[src/rtl/ram_arb_pkg.sv]
// Shared types and defaults for the dual-port RAM arbiter (ram_port_arb).
package ram_arb_pkg;

  localparam int DEF_AW = 6;
  localparam int DEF_DW = 8;
  // Tag index width covers the largest supported requester count (8).
  localparam int IDX_W  = 3;

  typedef enum logic [1:0] {
    PORT_NONE = 2'd0,
    PORT_1    = 2'd1,
    PORT_2    = 2'd2
  } port_sel_t;

  // One in-flight read: who asked for it and which RAM port carries it.
  typedef struct packed {
    logic             valid;
    logic [IDX_W-1:0] idx;
    port_sel_t        port;
  } rd_tag_t;

endpackage

[src/rtl/rr_pick2.sv]
// Combinational round-robin picker: returns the first two valid requesters
// found when scanning upward from ptr_i with wrap-around.
module rr_pick2 #(
  parameter int NREQ = 4,
  parameter int IW   = $clog2(NREQ)
) (
  input  logic [NREQ-1:0] valid_i,
  input  logic [IW-1:0]   ptr_i,
  output logic [IW-1:0]   a_idx_o,
  output logic            a_vld_o,
  output logic [IW-1:0]   b_idx_o,
  output logic            b_vld_o
);

  // Scan NREQ slots starting at the pointer; first hit is A, second is B.
  always_comb begin
    int            j;
    logic [IW-1:0] jj;
    a_idx_o = '0;
    a_vld_o = 1'b0;
    b_idx_o = '0;
    b_vld_o = 1'b0;
    j       = 0;
    jj      = '0;
    for (int k = 0; k < NREQ; k++) begin
      j = int'(ptr_i) + k;
      if (j >= NREQ) j = j - NREQ;
      jj = IW'(j);
      if (valid_i[jj]) begin
        if (!a_vld_o) begin
          a_vld_o = 1'b1;
          a_idx_o = jj;
        end else if (!b_vld_o) begin
          b_vld_o = 1'b1;
          b_idx_o = jj;
        end
      end
    end
  end

endmodule

[src/rtl/ram_port_arb.sv]
// Shares the two ports of the 64x8 dual-port RAM between NREQ requesters.
// Winner A drives port 1, winner B drives port 2; same-address pairs with a
// write are serialised. Optional build macro RAM_ARB_CONFLICT_CNT_EN adds a
// saturating 16-bit count of cycles in which winner B was held off.
module ram_port_arb
  import ram_arb_pkg::*;
#(
  parameter int NREQ = 4,
  parameter int AW   = DEF_AW,
  parameter int DW   = DEF_DW
) (
  input  logic              clk,
  input  logic              rst,
  input  logic [NREQ-1:0]   req_valid,
  output logic [NREQ-1:0]   req_ready,
  input  logic [NREQ-1:0]   req_we,
  input  logic [NREQ*AW-1:0] req_addr,
  input  logic [NREQ*DW-1:0] req_wdata,
  output logic [NREQ-1:0]   rsp_valid,
  output logic [NREQ*DW-1:0] rsp_rdata,
  output logic              we1,
  output logic [AW-1:0]     addr1,
  output logic [DW-1:0]     data1,
  output logic              we2,
  output logic [AW-1:0]     addr2,
  output logic [DW-1:0]     data2,
  input  logic [DW-1:0]     dout1,
  input  logic [DW-1:0]     dout2
`ifdef RAM_ARB_CONFLICT_CNT_EN
  ,
  output logic [15:0]       conflict_cnt
`endif
);

  localparam int IW = $clog2(NREQ);

  logic [IW-1:0] ptr_q, ptr_d;
  logic [IW-1:0] a_idx, b_idx;
  logic          a_vld, b_vld;
  logic [AW-1:0] a_addr, b_addr;
  logic [DW-1:0] a_wdata, b_wdata;
  logic          a_we, b_we;
  logic          hazard, gnt_a, gnt_b;

  logic          we1_q, we2_q;
  logic [AW-1:0] addr1_q, addr2_q;
  logic [DW-1:0] data1_q, data2_q;

  // Index [0] tracks port 1, index [1] tracks port 2.
  rd_tag_t [1:0] tag_p0_d, tag_p0_q, tag_p1_q;

  function automatic logic [IW-1:0] next_idx(input logic [IW-1:0] idx);
    if (int'(idx) == NREQ - 1) return '0;
    return idx + IW'(1);
  endfunction

  rr_pick2 #(.NREQ(NREQ), .IW(IW)) u_pick (
    .valid_i (req_valid),
    .ptr_i   (ptr_q),
    .a_idx_o (a_idx),
    .a_vld_o (a_vld),
    .b_idx_o (b_idx),
    .b_vld_o (b_vld)
  );

  assign a_addr  = req_addr[int'(a_idx)*AW +: AW];
  assign b_addr  = req_addr[int'(b_idx)*AW +: AW];
  assign a_wdata = req_wdata[int'(a_idx)*DW +: DW];
  assign b_wdata = req_wdata[int'(b_idx)*DW +: DW];
  assign a_we    = req_we[a_idx];
  assign b_we    = req_we[b_idx];

  // Two reads of one address are harmless; anything involving a write is not.
  assign hazard = a_vld && b_vld && (a_addr == b_addr) && (a_we || b_we);
  assign gnt_a  = a_vld && !rst;
  assign gnt_b  = b_vld && !hazard && !rst;

  // Grant vector and next pointer (one past the last granted requester).
  always_comb begin
    req_ready = '0;
    ptr_d     = ptr_q;
    if (gnt_a) begin
      req_ready[a_idx] = 1'b1;
      ptr_d            = next_idx(a_idx);
    end
    if (gnt_b) begin
      req_ready[b_idx] = 1'b1;
      ptr_d            = next_idx(b_idx);
    end
  end

  // Read tags entering the pipeline this cycle; writes carry no tag.
  always_comb begin
    tag_p0_d          = '0;
    tag_p0_d[0].valid = gnt_a && !a_we;
    tag_p0_d[0].idx   = IDX_W'(a_idx);
    tag_p0_d[0].port  = (gnt_a && !a_we) ? PORT_1 : PORT_NONE;
    tag_p0_d[1].valid = gnt_b && !b_we;
    tag_p0_d[1].idx   = IDX_W'(b_idx);
    tag_p0_d[1].port  = (gnt_b && !b_we) ? PORT_2 : PORT_NONE;
  end

  // Round-robin pointer.
  always_ff @(posedge clk or posedge rst) begin
    if (rst) ptr_q <= '0;
    else     ptr_q <= ptr_d;
  end

  // RAM port registers; an idle port drops we and keeps address/data.
  always_ff @(posedge clk or posedge rst) begin
    if (rst) begin
      we1_q   <= 1'b0;
      we2_q   <= 1'b0;
      addr1_q <= '0;
      addr2_q <= '0;
      data1_q <= '0;
      data2_q <= '0;
    end else begin
      we1_q <= gnt_a && a_we;
      we2_q <= gnt_b && b_we;
      if (gnt_a) begin
        addr1_q <= a_addr;
        data1_q <= a_wdata;
      end
      if (gnt_b) begin
        addr2_q <= b_addr;
        data2_q <= b_wdata;
      end
    end
  end

  // Two-stage tag pipeline aligned with the RAM's registered read data.
  always_ff @(posedge clk or posedge rst) begin
    if (rst) begin
      tag_p0_q <= '0;
      tag_p1_q <= '0;
    end else begin
      tag_p0_q <= tag_p0_d;
      tag_p1_q <= tag_p0_q;
    end
  end

  assign we1   = we1_q;
  assign addr1 = addr1_q;
  assign data1 = data1_q;
  assign we2   = we2_q;
  assign addr2 = addr2_q;
  assign data2 = data2_q;

  // Route returning read data to the requester recorded in the tag.
  always_comb begin
    rsp_valid = '0;
    rsp_rdata = '0;
    for (int p = 0; p < 2; p++) begin
      for (int i = 0; i < NREQ; i++) begin
        if (tag_p1_q[p].valid && (tag_p1_q[p].idx == IDX_W'(i))) begin
          rsp_valid[i]          = 1'b1;
          rsp_rdata[i*DW +: DW] = (tag_p1_q[p].port == PORT_2) ? dout2 : dout1;
        end
      end
    end
  end

`ifdef RAM_ARB_CONFLICT_CNT_EN
  logic [15:0] cnt_q, cnt_d;

  // Saturating count of cycles where winner B lost to the hazard rule.
  always_comb begin
    cnt_d = cnt_q;
    if (hazard && (cnt_q != 16'hFFFF)) cnt_d = cnt_q + 16'd1;
  end

  // Conflict counter register.
  always_ff @(posedge clk or posedge rst) begin
    if (rst) cnt_q <= '0;
    else     cnt_q <= cnt_d;
  end

  assign conflict_cnt = cnt_q;
`endif

endmodule

[config.mk]
export PLATFORM = sky130hd
export DESIGN_NAME = ram_port_arb
export DESIGN_NICKNAME = d
export VERILOG_FILES = /design/src/rtl/ram_arb_pkg.sv /design/src/rtl/rr_pick2.sv /design/src/rtl/ram_port_arb.sv
export SDC_FILE = /design/constraint.sdc
export NUM_CORES = 1
export LEC_CHECK = 0
export ABC_AREA = 1
export CAP_MARGIN = 25
export CORE_ASPECT_RATIO = 0.7
export CORE_MARGIN = 1
export CORE_UTILIZATION = 35
export DETAILED_ROUTE_END_ITERATION = 8
export PLACE_DENSITY = 0.65
export SYNTH_ARGS = -nofsm -noshare
export SYNTH_HDL_FRONTEND = slang
export SYNTH_SLANG_ARGS = --single-unit
[constraint.sdc]
create_clock -name clk -period 4.4 [get_ports clk]
set_input_delay 0.88 -clock clk [delete_from_list [all_inputs] [get_ports clk]]
set_output_delay 0.88 -clock clk [all_outputs]
set_load 0.005 [all_outputs]
==> key figures, run 1 <==
Route
  – Residual DRC count: 0
  – Avg WL per Cell: 15.3 µm
  – Antenna violation net count after detailed routing: 0
  – Detailed Route WL: 15,800 µm
  – Initial drt markers: 342
  – Vias per cell: 5.25
  – Via count: 5,437
  – DRT Pass-1 Iters: 5

Timing
  – Slew headroom: 33.1%
  – Final Hold Viols: 0
  – Max Fclk: 0.237 GHz
  – Clk_skew: 0.00460 ns
  – Final Worst Setup Slack: 0.182 ns
  – Final min period: 4.22 ns
  – RSZ-0062 raised after global routing: yes
  – Period utilization: 95.9%
  – Setup Viol. Count Final: 0
  – Fin. max-slew vios: 0
  – Least-Margin Pin Slew: 0.996 ns

Logic synthesis
  – Top cells by area, synth: dfrtp_1 (26%), nand2_1 (16%), nand3_1 (14%), o21ai_0 (7.6%), inv_1 (6.4%)
  – Synthesized area: 4170 µm²
  – Yosys warns: 0
  – Post-synthesis simple-gate area fraction: 45.1%
  – Register area share after synthesis: 26.4%
  – Largest family of logic cells by synthesized area: simple AND/OR/NAND/NOR gates
  – Synth async-reset ratio: 100%
  – Syn Nets: 760
  – Yosys cell types: 31
  – Commonest cells in the netlist: nand2_1 (180), nand3_1 (119), inv_1 (71)
  – Mux contribution to synthesized area: 0%
  – Top_reg_cell synth: dfrtp_1
  – Post-synthesis xor/xnor area fraction: 0%
  – Syn Inst Count: 668
  – Syn_area_per_cell: 6.25 µm²
  – Synth Area in Adders: 3.00%
  – Yosys top cell area share: 26.4%
  – Compound-gate portion of the synthesized area: 14.3%
  – Number of synthesized register bits: 44
  – Count leader, synth: nand2_1
  – Cell taking the most area after synthesis: dfrtp_1
  – EDFF count, synth: 0

Floorplan
  – Starting Density: 37.0%
  – Row Count: 32
  – Die Footprint: 12,400 µm²
  – Die X: 133 µm
  – Core Area: 11,300 µm²
  – Die height: 93.4 µm
  – IO Pins: 152

Critical path
  – Worst path top cell family by delay: simple AND/OR/NAND/NOR gates
  – Max incr delay on CP: 0.27 ns
  – Critical R2R Launch: ptr_q[1]$_DFFE_PP0P_
  – CP Capture Type: output port
  – CP max stage cell: ha_1
  – Critical Path RT: 3.52 ns
  – Worst Setup Start Kind: primary input
  – CP Buf/Inv Count: 6
  – Register-to-register path setup slack: 1.05 ns
  – Capturing point of the worst reg2reg path: data2[5]$_DFFE_PP0P_
  – CP Class: primary input to output port
  – Reg2Reg Depth: 24
  – Crit-path max FO: 8
  – Arr. time, crit path: 3.34 ns
  – Critical path's most frequent cell: nand2_4

Hold path
  – Hold depth: 0
  – Hold crit path type: register to register
  – Hold path start: tag_p0_q[8]$_DFF_PP0_
  – WHS Endpoint: tag_p1_q[8]$_DFF_PP0_

CTS
  – CTS Hold Bufs: 0
  – CTS Sinks: 44
  – CTS root buf: clkbuf_16
  – CTS tree: done
  – Clk pin slew, worst setup/hold paths: 0.06 ns
  – Worst-Skew Late Latency: 0.29 ns
  – CTS buffer count: 5
  – CTS H-tree depth: 2
  – Clock Tree Buf Depth: 2

Finish
  – Nets@finish: 973
  – Area Growth Syn to Fin: 61.8%
  – Layout cells sized above 1: 20.1%
  – Final antenna diode count: 0
  – Filler Cell Count: 1,061

Global routing
  – Largest net degree at the start of global routing: 33
  – Gr usage total: 25.5%
  – Global-route wire length before repair: 25,300 µm
  – Initial antenna violation count: 0
  – GRT Residual Overflow: 0
  – Vias in the first global route: 5,175

Place
  – Placer Congestion: 0.902
  – DP Worst Slack: -0.587 ns
  – Port-buffer cells: 151
  – Detailed Place HPWL: 11,600 µm

Run
  – Max-cap violations: 0

Status
  – Status: complete, no violations
[sequential cells by signal (all words and copies together), names as in the netlist]
name,count
we2,1
data1,8
tag_p0_q,6
addr1,6
data2,8
addr2,6
we1,1
ptr_q,2
tag_p1_q,6
[cell usage in the layout, fill, tap and decap left out, drive strengths merged, types with 4 or more instances in the layout]
| cell type | count |
|---|---|
| a31oi | 8 |
| buf | 85 |
| clkbuf | 9 |
| clkdlybuf4s50 | 143 |
| dfrtp | 44 |
| dlygate4sd2 | 4 |
| ha | 10 |
| inv | 76 |
| nand2 | 201 |
| nand3 | 124 |
| nor2 | 68 |
| nor3 | 5 |
| o21ai | 67 |
| o22ai | 24 |
[stage by stage]
step,utilization [%],std cells,hold WS [ns],instance area (µm²),TNS (ns)
floorplan,-,668,0.331,4170,0
global placement,54.7,1003,0.333,6170,-2.27
detailed placement,54.7,1003,0.337,6170,-2.26
CTS,58.8,1031,0.349,6640,0
global route,59.8,1035,0.354,6750,-0.0934
finish,59.8,1035,0.347,6750,0
[logic make-up (layout without fill, tap and decap cells)]
kind of cell | after synthesis | count (layout)
buffers and inverters | 108 | 321
adder cells (fa/ha/maj) | 10 | 10
flip-flops | 44 | 44
AO/OA/AOI/OAI | 102 | 103
AND/OR/NAND/NOR | 404 | 404
[per-layer routing]
metal	up-vias	GRT usage [%]	routed length (µm)
li1	2620	-	-
met1	2532	34.5	7110
met2	260	42.5	7230
met3	25	3.90	1240
met4	0	6.90	216
met5	-	0	0
[area by class of cell]
type,count,area (µm²),share of cell area (%)
multi-input cells,517,2800,41.5
repair buffers,235,2180,32.3
flip-flops and latches,44,1100,16.3
inverters,78,298,4.41
well taps,153,191,2.84
clock buffers,6,139,2.06
clock inverters,2,38.8,0.574
[how the worst max path moves through the flow]
stage                  from            to  slack, ns  depth (start not counted)
2_1_floorplan  req_valid[2]  req_ready[0]       0.63                         24
3_3_place_gp   req_valid[2]  req_ready[1]      -0.58                         23
3_5_place_dp   req_valid[2]  req_ready[3]      -0.59                         23
4_1_cts        req_valid[0]  req_ready[2]       0.09                         26
5_1_grt        req_valid[2]  req_ready[0]      -0.04                         26
6_report       req_valid[2]  req_ready[1]       0.18                         26
[what timing repair did]
item,4_1_cts,5_1_grt
buffers inserted,18,3
gates resized for setup,56,27
pin swaps,22,23
setup endpoints to repair,4,4
gates cloned,2,0
Power of run 1 is left out: the tool's default activity adds up to more than one toggle a clock period on the data nets, which glitch-free logic cannot reach.
==> run 2, diff against run 1 <==
--- a/config.mk
+++ b/config.mk
@@ -11,7 +11,7 @@
 export CORE_MARGIN = 1
 export CORE_UTILIZATION = 35
 export DETAILED_ROUTE_END_ITERATION = 8
-export PLACE_DENSITY = 0.65
+export DONT_BUFFER_PORTS = 1
 export SYNTH_ARGS = -nofsm -noshare
 export SYNTH_HDL_FRONTEND = slang
 export SYNTH_SLANG_ARGS = --single-unit
==> run 2 against run 1 <==
Die area unchanged; critical path depth decreased by 3; fmax increased by 3.6%; cell count decreased by 21%; critical path type unchanged; critical endpoint is now req_ready[3]; largest cell class unchanged.
==> key figures, run 2 (synthesized netlist as in run 1, its figures left out) <==
Status
  – Status: complete, no violations

Global routing
  – Largest net degree at the start of global routing: 43 (+30%)
  – Initial antenna violation count: 0 (unchanged)
  – Gr usage total: 21.2% (-4.4 points)
  – Vias in the first global route: 4,108 (-21%)
  – Global-route wire length before repair: 21,100 µm (-17%)
  – GRT Residual Overflow: 0 (unchanged)

Route
  – Vias per cell: 5.38 (+2.4%)
  – Antenna violation net count after detailed routing: 0 (unchanged)
  – Via count: 4,395 (-19%)
  – Met2 Wirelength: 5990 µm (-17%)
  – DRT Pass-1 Iters: 5 (unchanged)
  – Residual DRC count: 0 (unchanged)
  – Avg WL per Cell: 16.4 µm (+7.6%)
  – Initial drt markers: 280 (-18%)
  – Highest routed metal layer: met4
  – WL met1: 6260 µm (-12%)
  – Detailed Route WL: 13,400 µm (-15%)
  – Metal3 WL: 1100 µm (-11%)

Critical path
  – Critical R2R Launch: ptr_q[0]$_DFFE_PP0P_
  – CP Buf/Inv Count: 3 (-3)
  – CP Capture Type: output port
  – Worst-path cell chain: inv_1 -> nand2_1 -> nand3_2 -> nand2_4 -> ha_1 -> inv_1 -> nand3_1 -> nand2_1 -> nand2_1 -> nand2_1 -> nand2_4 -> buf_6 -> nand3_1 -> nand2_1 -> nand2_1 -> nand2_2 -> nand3_1 -> nand2_1 -> nand2_1 -> nor2_1 -> nand2_4 -> nand3_1 -> nand2_1
  – Crit-path max FO: 16 (+8)
  – CP Class: primary input to output port
  – Register-to-register path setup slack: 1.16 ns (+0.11 ns)
  – Capturing point of the worst reg2reg path: ptr_q[0]$_DFFE_PP0P_
  – Worst Setup Start Kind: primary input
  – Reg2Reg Depth: 20 (-17%)
  – Critical path's most frequent cell: nand2_1
  – CP max stage cell: ha_1
  – Critical Path RT: 3.52 ns (about the same)
  – Arr. time, crit path: 3.19 ns (-0.15 ns)
  – Max incr delay on CP: 0.29 ns (+0.02 ns)
  – Worst path top cell family by delay: simple AND/OR/NAND/NOR gates

CTS
  – CTS H-tree depth: 2 (unchanged)
  – CTS tree: done
  – CTS buffer count: 5 (unchanged)
  – CTS root buf: clkbuf_16
  – Worst-Skew Late Latency: 0.29 ns (about the same)
  – Clock Tree Buf Depth: 2 (unchanged)
  – Clk pin slew, worst setup/hold paths: 0.07 ns (about the same)
  – CTS Sinks: 44 (unchanged)

Finish
  – Nets@finish: 755 (-22%)
  – Post-layout util: 40.1% (-20 points)
  – Post-route non-filler standard cell count: 817 (-21%)
  – Most frequent cells in the layout: nand2_1 (178), nand3_1 (119), inv_1 (70)
  – Layout cells sized above 1: 10.7% (-9.4 points)
  – Final antenna diode count: 0 (unchanged)
  – Commonest non-fill, non-tap cell in the layout: nand2_1
  – Area Growth Syn to Fin: 8.40%
  – Final Cell Area: 4520 µm² (-33%)

Place
  – Placer Congestion: 0.849 (-5.9%)
  – Cell Area, Placed: 4310 µm² (-30%)
  – Placed insts: 807 (-20%)
  – Detailed Place HPWL: 10,100 µm (-13%)
  – Port-buffer cells: 0 (-100%)

Timing
  – Period utilization: 92.5% (-3.3 points)
  – Final min period: 4.07 ns (-0.146 ns)
  – RSZ-0062 raised after global routing: no
  – Max Fclk: 0.246 GHz (+3.6%)
  – Least-Margin Pin Slew: 1.09 ns (+0.0945 ns)
  – Fin. max-slew vios: 0 (unchanged)
  – Setup Viol. Count Final: 0 (unchanged)
  – Final Hold Viols: 0 (unchanged)
  – Slew headroom: 26.7% (-6.3 points)
  – Clk_skew: 0.0108 ns (+0.00620 ns)
  – Setup TNS: 0 ns (unchanged)

Floorplan
  – Die height: 93.4 µm (unchanged)
  – Die Footprint: 12,400 µm² (unchanged)
  – IO Pins: 152 (unchanged)
  – Die X: 133 µm (unchanged)
  – Row Count: 32 (unchanged)
  – Starting Density: 37.0% (unchanged)
  – Core Area: 11,300 µm² (unchanged)

Hold path
  – Hold crit path type: primary input to asynchronous set/reset pin

Run
  – Max-cap violations: 0 (unchanged)
## run 2: worst max path at each step
stage / from / to / cells past startpoint / slack, ns
floorplan: req_valid[2] / req_ready[0] / 24 / 0.63
global placement: req_valid[0] / req_ready[3] / 23 / 0.16
detailed placement: req_valid[2] / req_ready[3] / 23 / 0.17
CTS: ptr_q[0]$_DFFE_PP0P_ / req_ready[3] / 23 / 0.02
global route: req_valid[2] / req_ready[1] / 23 / 0.02
finish: req_valid[2] / req_ready[3] / 23 / 0.33
## run 2: final cells by class
type	count	area, µm²
timing repair buffer	18	136
clock inverter	3	46.3
fill	1237	6770
tap	153	191
multi-input combinational	516	2630
inverter	78	297
clock buffer	5	125
sequential	44	1100
## run 2: timing repair
action                                  4_1_cts  5_1_grt
hold endpoints to repair                      0        0
endpoints found under the setup margin        0        4
gates resized for setup                       0        7
buffers inserted                              0        1
hold buffers                                  0        0
## run 2: stage by stage
stage	setup WS [ns]	hold slack [ns]
6_report	0.328	0.347
5_1_grt	0.0240	0.349
4_1_cts	0.0234	0.346
3_5_place_dp	0.171	0.339
3_3_place_gp	0.160	0.337
2_1_floorplan	0.628	0.331
## run 2: metal layers
layer	global-route usage, %	up-vias
li1	-	2175
met1	28.1	2047
met2	34.9	167
met3	5.96	6
met4	3.16	0
met5	0	-
Power of run 2 is left out for the same reason.
==> run 3, diff against run 2 <==
--- a/config.mk
+++ b/config.mk
@@ -5,7 +5,6 @@
 export SDC_FILE = /design/constraint.sdc
 export NUM_CORES = 1
 export LEC_CHECK = 0
-export ABC_AREA = 1
 export CAP_MARGIN = 25
 export CORE_ASPECT_RATIO = 0.7
 export CORE_MARGIN = 1
==> constraint.sdc (replaced) <==
create_clock -name clk -period 3.8 [get_ports clk]
set_input_delay 0.76 -clock clk [delete_from_list [all_inputs] [get_ports clk]]
set_output_delay 0.76 -clock clk [all_outputs]
set_load 0.005 [all_outputs]
==> run 3 against run 2 <==
Critical path depth decreased by 11; non-clock buffer count rose by 36; the run now ends with negative setup slack left; sequential share of layout area increased by 0.39 points; critical path type unchanged; cell count fell by 28%.
==> key figures, run 3 <==
Floorplan
  – Die X: 126 µm (-4.7%)
  – IO Pins: 152 (unchanged)
  – Die height: 89.0 µm (-4.7%)
  – Starting Density: 36.3% (-0.71 points)
  – Core Area: 10,400 µm² (-7.6%)
  – Row Count: 31 (-3.1%)
  – Die Footprint: 11,200 µm² (-9.2%)

Pwr
  – Combinational share of power: 67.5%
  – Static Leak: 2.05 nW
  – Largest vdd supply drop: 0.481 mV
  – Pwr per Cell Area: 914 nW/µm²
  – Switching power: 0.00176 W
  – Clock power share: 10.6%
  – Seq pwr share: 21.8%
  – Switching Share: 43.3%
  – Int Power: 0.00230 W
  – Tot Pwr: 0.00406 W

Status
  – Status: complete, but fails checks
  – Violated checks: negative setup slack

Critical path
  – CP max stage cell: mux4_2
  – CP Class: primary input to output port
  – Critical Path RT: 3.04 ns (-0.48 ns)
  – Arr. time, crit path: 3.59 ns (+0.40 ns)
  – Reg2Reg Depth: 14 (-30%)
  – Worst-path cell chain: mux4_2 -> ha_4 -> a221o_1 -> a22oi_1 -> o211a_1 -> buf_12 -> mux4_2 -> xnor2_2 -> nor4_4 -> a21oi_2 -> buf_4 -> a22o_4
  – Worst path top cell family by delay: compound AO/OA/AOI/OAI gates
  – Critical path's most frequent cell: mux4_2
  – CP Capture Type: output port
  – Worst Setup Start Kind: primary input
  – Max incr delay on CP: 0.49 ns (+0.20 ns)
  – Crit-path max FO: 18 (+2)
  – WP depth: 12 (-48%)
  – CP Buf/Inv Count: 2 (-1)

Global routing
  – Largest net degree at the start of global routing: 45 (+4.7%)
  – Vias in the first global route: 3,220 (-22%)
  – Initial antenna violation count: 0 (unchanged)
  – Gr usage total: 19.1% (-2.1 points)
  – GRT Residual Overflow: 0 (unchanged)
  – Global-route wire length before repair: 16,900 µm (-20%)

Logic synthesis
  – Top cells by area, synth: dfrtp_1 (29%), mux2i_1 (9.8%), a22o_1 (8.3%), nand2_1 (7.0%), mux2_4 (5.2%)
  – EDFF count, synth: 0 (unchanged)
  – Yosys cell types: 59 (+90%)
  – Syn Nets: 522 (-31%)
  – Number of synthesized register bits: 44 (unchanged)
  – Register area share after synthesis: 29.1% (+2.7 points)
  – Syn_area_per_cell: 8.80 µm² (+41%)
  – Syn Inst Count: 430 (-36%)
  – Yosys warns: 0 (unchanged)
  – Top_reg_cell synth: dfrtp_1
  – Yosys top cell area share: 29.1% (+2.7 points)
  – Count leader, synth: nand2_1
  – Synthesized area: 3780 µm² (-9.4%)
  – Cell taking the most area after synthesis: dfrtp_1
  – Commonest cells in the netlist: nand2_1 (71), dfrtp_1 (44), mux2i_1 (37)
  – Synth async-reset ratio: 100% (unchanged)

Finish
  – Post-layout util: 42.6% (+2.6 points)
  – Commonest non-fill, non-tap cell in the layout: nand2_1
  – Most frequent cells in the layout: nand2_1 (71), buf_4 (50), dfrtp_1 (44)
  – Final antenna diode count: 0 (unchanged)
  – Filler Cell Count: 1,005 (-19%)
  – Area Growth Syn to Fin: 17.6%
  – Nets@finish: 550 (-27%)
  – Layout cells sized above 1: 24.0% (+13 points)

Route
  – Avg WL per Cell: 19.2 µm (+17%)
  – DRT Pass-1 Iters: 4 (-1)
  – Antenna violation net count after detailed routing: 0 (unchanged)
  – Vias per cell: 5.93 (+10%)
  – Residual DRC count: 0 (unchanged)
  – Detailed Route WL: 11,300 µm (-16%)
  – Via count: 3,503 (-20%)
  – Initial drt markers: 195 (-30%)

CTS
  – CTS H-tree depth: 2 (unchanged)
  – Clk pin slew, worst setup/hold paths: 0.06 ns (about the same)
  – CTS buffer count: 5 (unchanged)
  – CTS tree: done
  – Clock Tree Buf Depth: 2 (unchanged)
  – CTS Sinks: 44 (unchanged)
  – Worst-Skew Late Latency: 0.28 ns (about the same)
  – CTS root buf: clkbuf_16

Timing
  – Setup Viol. Count Final: 4 (+4)
  – Final Hold Viols: 0 (unchanged)
  – Fin. max-slew vios: 0 (unchanged)
  – RSZ-0062 raised after global routing: yes
  – Final min period: 4.35 ns
  – Slew headroom: 34.9% (+8.2 points)
  – Period utilization: 114%
  – Final Worst Setup Slack: -0.548 ns (-0.876 ns)
  – Max Fclk: 0.230 GHz
  – Clk_skew: 0.00645 ns (-0.00435 ns)
  – Least-Margin Pin Slew: 0.969 ns (-0.122 ns)

Run
  – Max-cap violations: 0 (unchanged)

Place
  – Detailed Place HPWL: 8420 µm (-16%)
  – DP Worst Slack: -0.579 ns (-0.750 ns)
  – Port-buffer cells: 0 (unchanged)
  – Placer Congestion: 0.859 (+1.2%)

Hold path
  – Hold crit path type: primary input to asynchronous set/reset pin
[run 3: final timing paths]
| check | start | end | slack [ns] |
|---|---|---|---|
| min in group clk | tag_p0_q[9]$_DFF_PP0_ | tag_p1_q[9]$_DFF_PP0_ | 0.35 |
| min | rst | addr2[0]$_DFFE_PP0P_ | 0.32 |
| max | req_valid[3] | req_ready[3] | -0.55 |
| max in group asynchronous | rst | data2[4]$_DFFE_PP0P_ | 3.01 |
| min reg2reg | tag_p0_q[9]$_DFF_PP0_ | tag_p1_q[9]$_DFF_PP0_ | 0.35 |
| max reg2reg | ptr_q[0]$_DFFE_PP0P_ | data2[5]$_DFFE_PP0P_ | 0.15 |
[run 3: layout make-up]
| cell class | count | area, µm² | area share [%] |
|---|---|---|---|
| Multi-Input combinational cell | 342 | 2550 | 57.3 |
| Sequential cell | 44 | 1100 | 24.8 |
| Timing Repair Buffer | 54 | 442 | 9.93 |
| Tap cell | 132 | 165 | 3.71 |
| Clock buffer | 6 | 139 | 3.12 |
| Inverter | 11 | 41.3 | 0.929 |
| Clock inverter | 2 | 10.0 | 0.225 |
[run 3: through the flow]
stage,hold slack (ns),instances,setup TNS [ns],cell area (µm²)
floorplan,0.331,430,-3.70,3830
global placement,0.333,574,-4.92,4130
detailed placement,0.335,574,-5.68,4130
CTS,0.349,586,-2.05,4320
global route,0.335,591,-2.74,4450
finish,0.319,591,-2.15,4450
[run 3: metal layers]
layer / global-route usage [%] / wire length, µm / vias to the layer above
li1: - / - / 1628
met1: 24.5 / 4950 / 1673
met2: 31.6 / 5070 / 184
met3: 6.16 / 1120 / 18
met4: 4.82 / 176 / 0
met5: 0 / 0 / -
[run 3: power by group through the flow]
| stage | sequential [W] | combinational, W | clock (W) |
|---|---|---|---|
| floorplan | 0.000824 | 0.00182 | 0 |
| global placement | 0.000896 | 0.00245 | 0 |
| detailed placement | 0.000896 | 0.00247 | 0 |
| CTS | 0.000892 | 0.00255 | 0.000446 |
| global route | 0.000914 | 0.00300 | 0.000464 |
| finish | 0.000887 | 0.00274 | 0.000432 |
[run 3: kinds of logic after synthesis]
group,synth area share [%]
AO/OA/AOI/OAI,23.5
XOR/XNOR,1.62
adder cells (fa/ha/maj),3.31
buffers and inverters,6.12
flip-flops,29.1
multiplexers,18.5
AND/OR/NAND/NOR,17.8
[run 3: what timing repair did]
item,in CTS,in global routing
buffers inserted,4,4
gates resized for setup,3,15
hold buffers,0,0
endpoints found under the setup margin,5,16
pin swaps,4,7
Power figures use the tool's default switching activity.
